`src/rtl/pc_fetch.sv`:
```
// rtl/pc_fetch.sv - instruction fetch sequencer with next-pc selection and retire counter
module pc_fetch #(
  parameter logic [31:0] RESET_PC = 32'h0000_0000
) (
  input  logic        clk,
  input  logic        rst_n,
  output logic        imem_req,
  output logic [31:0] imem_addr,
  input  logic        imem_ready,
  input  logic [31:0] imem_rdata,
  output logic [31:0] inst,
  output logic        inst_valid,
  output logic [31:0] pc,
  output logic [31:0] link_addr,
  input  logic        branch,
  input  logic        cond_true,
  input  logic        jump,
  input  logic        retire,
  output logic [31:0] retired_cnt
);

  localparam logic [1:0] S_BOOT  = 2'd0;
  localparam logic [1:0] S_FETCH = 2'd1;
  localparam logic [1:0] S_HOLD  = 2'd2;

  // Low two bits are forced to zero so a misconfigured parameter cannot
  // produce an unaligned first fetch.
  localparam logic [31:0] RESET_PC_ALIGNED = {RESET_PC[31:2], 2'b00};

  logic [1:0]  state_q, state_d;
  logic [31:0] pc_q, pc_d;
  logic [31:0] inst_q, inst_d;
  logic [31:0] cnt_q, cnt_d;

  logic [31:0] jump_target;
  logic [31:0] branch_offset;
  logic [31:0] branch_target;
  logic [31:0] next_pc;

  assign link_addr   = pc_q + 32'd4;
  assign imem_req    = (state_q == S_FETCH);
  assign inst_valid  = (state_q == S_HOLD);
  assign imem_addr   = pc_q;
  assign pc          = pc_q;
  assign inst        = inst_q;
  assign retired_cnt = cnt_q;

  assign jump_target   = {link_addr[31:28], inst_q[25:0], 2'b00};
  assign branch_offset = {{14{inst_q[15]}}, inst_q[15:0], 2'b00};
  assign branch_target = link_addr + branch_offset;

  // Jump outranks a taken branch; all candidates are word aligned by construction.
  always_comb begin
    next_pc = link_addr;
    if (jump) begin
      next_pc = jump_target;
    end else if (branch && cond_true) begin
      next_pc = branch_target;
    end
  end

  // Sequencer: boot one cycle, fetch until ready, hold until the core retires.
  always_comb begin
    state_d = state_q;
    pc_d    = pc_q;
    inst_d  = inst_q;
    cnt_d   = cnt_q;
    case (state_q)
      S_BOOT: begin
        state_d = S_FETCH;
      end
      S_FETCH: begin
        if (imem_ready) begin
          inst_d  = imem_rdata;
          state_d = S_HOLD;
        end
      end
      S_HOLD: begin
        if (retire) begin
          pc_d    = next_pc;
          cnt_d   = cnt_q + 32'd1;
          state_d = S_FETCH;
        end
      end
      default: begin
        state_d = S_BOOT;
      end
    endcase
  end

  // State registers; reset takes effect immediately, aborting any open request.
  always_ff @(posedge clk or negedge rst_n) begin
    if (!rst_n) begin
      state_q <= S_BOOT;
      pc_q    <= RESET_PC_ALIGNED;
      inst_q  <= 32'h0000_0000;
      cnt_q   <= 32'h0000_0000;
    end else begin
      state_q <= state_d;
      pc_q    <= pc_d;
      inst_q  <= inst_d;
      cnt_q   <= cnt_d;
    end
  end

endmodule

```
`config.mk`:
```
export PLATFORM = sky130hd
export DESIGN_NAME = pc_fetch
export DESIGN_NICKNAME = d
export VERILOG_FILES = /design/src/rtl/pc_fetch.sv
export SDC_FILE = /design/constraint.sdc
export NUM_CORES = 1
export LEC_CHECK = 0
export BUFFER_PORTS_ARGS = -buffer_cell sky130_fd_sc_hd__buf_2
export CAP_MARGIN = 20
export CORE_MARGIN = 2
export CORE_UTILIZATION = 53
export DETAILED_ROUTE_END_ITERATION = 12
export PLACE_DENSITY = 0.92
export SETUP_SLACK_MARGIN = 0.2
export SLEW_MARGIN = 20
export SYNTH_ARGS = -nofsm -noshare
export SYNTH_HDL_FRONTEND = slang
export SYNTH_SLANG_ARGS = --single-unit
```
`constraint.sdc`:
```
create_clock -name clk -period 4.85 [get_ports clk]
set_input_delay 0.97 -clock clk [delete_from_list [all_inputs] [get_ports clk]]
set_output_delay 0.97 -clock clk [all_outputs]
set_load 0.01 [all_outputs]
```
Yosys cells after proc, flatten, opt, wreduce, memory -nomap -nowiden
Cells that the tools add are included.
{"block": "totals", "mem_bits_rw": 0, "romBits": 0, "reg_bits": 98, "n_memories": 0, "elab_cells": 21, "latch_bits": 0}
{"block": "classes", "div": 0, "n_mul": 0, "n_eq_ne": 4, "shift": 0, "order_cmp": 0, "n_addsub": 3, "reduce_logical": 5, "bitwise": 0, "muxes": 5}
{"operator": "$mux W32", "n": 2}
{"operator": "$add A32 B1 Y32 const B", "n": 1}
{"operator": "$add A32 B3 Y32 const B", "n": 1}
{"operator": "$add A32 B32 Y32", "n": 1}
{"operator": "$pmux W2 S3", "n": 1}
{"operator": "$reduce_and A2 Y1", "n": 3}
{"operator": "$mux W2", "n": 2}
{"operator": "$ne A2 B1 Y1 const B", "n": 2}
{"operator": "$eq A2 B1 Y1 const B", "n": 1}
{"operator": "$eq A2 B2 Y1 const B", "n": 1}
{"operator": "$logic_not A2 Y1", "n": 1}
{"operator": "$logic_and A1 B1 Y1", "n": 1}

Logic depth before layout (Yosys ltp)
{"block": "depth", "depth_word": 4, "ltp_mapped": 16, "depth_no_buf": 15}

Worst setup path after synthesis
No wires, ideal clock.
{"block": "synth_timing", "path_kind": "reg2reg", "start": "register pc_q[2], in the netlist imem_addr[2]", "end": "register pc_q[27], in the netlist imem_addr[27]", "setup_time_ns": 0.130, "arrival_time_ns": 3.385, "path_buffers": 1, "stages_incl_launch_ff": 17, "period_less_slack_ns": 3.515, "slack_ns": 1.335, "path_cell_list": "dfrtp_1 -> ha_1 -> and4_1 -> and2_2 -> buf_2 -> nand3_1 -> nor2_1 -> xnor2_1 -> ha_1 -> and4_1 -> nand2_1 -> or3_1 -> a211oi_1 -> nor3_1 -> xnor2_1 -> a211oi_1 -> o21ai_0"}
{"block": "synth_via", "elab_chain_cells": 4}
{"element": "start: declaration", "line_no": "31", "rtl": "logic [31:0] pc_q, pc_d;"}
{"element": "start signal: assignment", "line_no": "100", "rtl": "pc_q <= pc_d;"}
{"element": "$add A32 B3 Y32", "line_no": "40", "rtl": "assign link_addr = pc_q + 32'd4;"}
{"element": "named net link_addr[22]", "line_no": "14", "rtl": "output logic [31:0] link_addr,"}
{"element": "$add A32 B32 Y32", "line_no": "50", "rtl": "assign branch_target = link_addr + branch_offset;"}
{"element": "$mux W32", "line_no": "57", "rtl": "end else if (branch && cond_true) begin"}
{"element": "$mux W32", "line_no": "55", "rtl": "if (jump) begin"}
The timed path passes the listed nets, and every way through them passes these cells.
A chain may end at the register's enable or synchronous reset.

Final worst setup path
{"block": "layout_timing", "start": "register pc_q[2], in the netlist imem_addr[2]", "end": "register pc_q[27], in the netlist imem_addr[27]"}
{"block": "layout_via", "elab_chain_cells": 4}
{"element": "$add A32 B3 Y32 (*)", "line_no": "40"}
{"element": "$add A32 B32 Y32", "line_no": "50"}
{"element": "$mux W32 (*)", "line_no": "57"}
{"element": "$mux W32 (*)", "line_no": "55"}
Mark *: on every way between the ends. The rest lies on a longest branch, timed or not.

==> run metrics <==
CTS max path bufs=2; unrepaired setup endpoints after global routing=false; H-tree Lvls=3; Main synth FF type=dfrtp_1; Max Clock Skew=0.0126 ns; Total Wirelength=19.5 mm; clk slew on worst S/H paths=0.08 ns; Via Count=6307; Setup CP Type=reg -> reg; Worst Path Arrival=4.26 ns; Post-Synth Simple-Gate Area=17.8%; root buffer cell=clkbuf_16; met2 wire len=9.51 mm; Synth Area in Compound Gates=17.2%; # diodes=0; gr ovfl total=0; Synth cell types=71; share of flip-flops with an asynchronous set or reset=100%; Slew @ Worst Pin=1.11 ns; vias in the first global route=6098; die width=roughly 120 um; top sig layer=met4; Max-slew headroom=a little over a quarter; Ys Warns=0; gpl congestion=0.967; mean number of vias per cell=between 5 and 6; fraction of layout cells with a size suffix above 1=a little under a third; Worst Path Max Fanout=7; GRT Util Overall=28.8%; #FFs+latches synth=96; 1st-iter DRT viols=427; final setup fails=0; Final min period=4.03 ns; first-pass GRT wire length=30.7 mm; Area Growth Syn to Fin=17.5%; IO buf count=194; post-CTS sizing=0; total core area=0.0126 mm^2; largest net degree at the start of global routing=68; WL met3=about 1.5 mm; Mapped Area=0.00677 mm^2; dpl ws=1.01 ns; Starting Density=53.8%; Synth Instances=slightly above 700; Critical Path End Type=flip-flop; Row Count=41; xor/xnor share of the synthesized area=10.4%; DRC violations left=0; WL/cell=18.3 um; Post-synth EDFFs=0; Seq/Total Area, Yosys=35.5%; startpoint types=flip-flop; initial antenna violation count=0; Top Ports=roughly 200; number of setup buffers added after CTS=0; final hold vios=0; Setup TNS=0 ns; Worst VDD drop=0.466 mV; post-synthesis adder-cell area fraction=7.14%; full die area=0.0137 mm^2; Max Cap Viol=0; Power Density=740 mW/mm^2; largest family of logic cells by synthesized area=simple AND/OR/NAND/NOR gates; final worst-path cycle share=a little over 80%; CTS buffer count=9; Die H=117 um; DR pass1 iterations=5; mean post-synth cell area=9.33 um^2; TritonCTS clock tree=yes; CTS Sinks=between 90 and 100; final worst slack=0.815 ns; Worst Hold Class=reg -> reg; pins over their slew limit=0; Met1 Wirelength=7.75 mm; worst skew pair latency=0.36 ns; Hold Buf Count CTS=0; WP data required=approximately 5.1 ns; P_leak=approximately 3.9 nW; DRT antenna net count=0; outcome=complete, no violations; hpwl dp=around 14 mm; mux cell area share after synthesis=5.77%; Max Fclk=about 250 MHz; # nets final=just under 1000
-- routing by layer --
metal	vias to the layer above	global-route usage [%]
met3	60	5.66
met5	-	0
met1	3025	37.2
met4	0	12.8
met2	313	47.3
li1	2909	-
-- metrics by stage --
| stage | total power [mW] | instance area, um^2 | hold slack (ns) | cells | utilization [%] |
|---|---|---|---|---|---|
| after detailed placement | 5.11 | 7670 | 0.472 | 1045 | 61.0 |
| after floorplan | 4.11 | 6790 | 0.477 | 730 | - |
| after global routing | 6.33 | 7950 | 0.510 | 1061 | 63.2 |
| final | 5.88 | 7950 | 0.485 | 1061 | 63.2 |
| after CTS | 5.83 | 7950 | 0.488 | 1061 | 63.2 |
| after global placement | 5.02 | 7670 | 0.455 | 1045 | 61.0 |
-- registers in the layout, indices dropped and copies added (netlist names) --
name / flops
inst: 32
imem_addr: 30
retired_cnt: 32
state_q: 2
-- placed cells by master, fill, tap and decap left out, drive strengths merged, types with 14 or more instances in the layout --
master / count
nor2: 44
a21o: 18
ha: 37
and3: 17
a21oi: 37
inv: 20
buf: 201
nand3: 30
xnor2: 55
xor2: 23
dfrtp: 96
nand4: 14
nand2: 70
o21ai: 40
mux2: 32
nor3: 18
-- power breakdown --
part / switching, mW / internal (mW) / leakage, nW
combinational: 2.11 / 1.57 / 2.58
sequential: 0.431 / 1.07 / 1.21
clock: 0.335 / 0.355 / 0.130
-- synthesized netlist by cell type, types with 2 or more instances --
cell      count  area [um^2]
o21a_1        4         30.0
xor2_1       23          201
a21o_1       18          135
o22ai_1       4         25.0
clkbuf_1     17         63.8
mux2_2       32          360
a221o_1       2         20.0
a211oi_1      9         67.6
nand2_1      70          263
a22oi_1       4         30.0
buf_2         3         15.0
nor2_1       44          165
o211a_1       4         40.0
mux2i_1       3         30.0
o31ai_2       3         37.5
nor3_1       16         80.1
a31oi_1       6         37.5
o211ai_1     11         82.6
buf_4        36          270
nand3_1      28          140
or3_1         7         43.8
nand3b_1      2         15.0
o21bai_1      3         22.5
and3_1       15         93.8
ha_1         37          463
nand4_1      14         87.6
and3_2        2         15.0
a311oi_1      2         17.5
dfrtp_1      96         2400
and2_1        8         50.1
inv_1        17         63.8
nand2b_1      3         18.8
nor4_1        2         12.5
a21oi_1      36          180
xnor2_1      54          473
a211oi_2      2         25.0
o31ai_1       6         45.0
o21ai_0      39          195
o31a_1        2         17.5
nor3b_1       2         15.0
nand3_2       2         20.0
and4_1        8         70.1
-- worst paths after layout --
kind | from | endpoint | slack [ns] | cells after the start
max | imem_addr[2]$_DFFE_PN0P_ | imem_addr[27]$_DFFE_PN0P_ | 0.82 | 15
min | retired_cnt[31]$_DFFE_PN0P_ | retired_cnt[31]$_DFFE_PN0P_ | 0.49 | 1
max reg2reg | imem_addr[2]$_DFFE_PN0P_ | imem_addr[27]$_DFFE_PN0P_ | 0.82 | 15
min reg2reg | retired_cnt[31]$_DFFE_PN0P_ | retired_cnt[31]$_DFFE_PN0P_ | 0.49 | 1
max in group asynchronous | rst_n | retired_cnt[0]$_DFFE_PN0P_ | 3.18 | 2
min in group asynchronous | rst_n | inst[31]$_DFFE_PN0P_ | 0.73 | 1
-- critical path: stages, from the launching register on --
cell      delay (ns)
dfrtp_1         0.44
ha_1            0.23
and4_1          0.26
and2_2          0.26
nand3_1         0.27
nor2_1          0.22
xnor2_1         0.14
ha_1            0.45
and4_1          0.33
nand2_1         0.07
or3_1           0.31
a211oi_1        0.26
nor3_1          0.11
xnor2_1         0.16
a211oi_1        0.24
o21ai_0         0.14
-- cells by family after synthesis --
group,count (synthesis)
XOR/XNOR,78
other,1
buffers and inverters,75
AO/OA/AOI/OAI,168
multiplexers,35
adder cells (fa/ha/maj),38
AND/OR/NAND/NOR,234
flip-flops,96
-- layout make-up --
type	count	area [um^2]
clock inverters	6	50.0
multi-input cells	559	3960
fillers	992	4620
inverters	17	63.8
clock buffers	10	229
flip-flops and latches	96	2400
well taps	172	215
repair buffers	201	1030
Power figures use the tool's default switching activity.
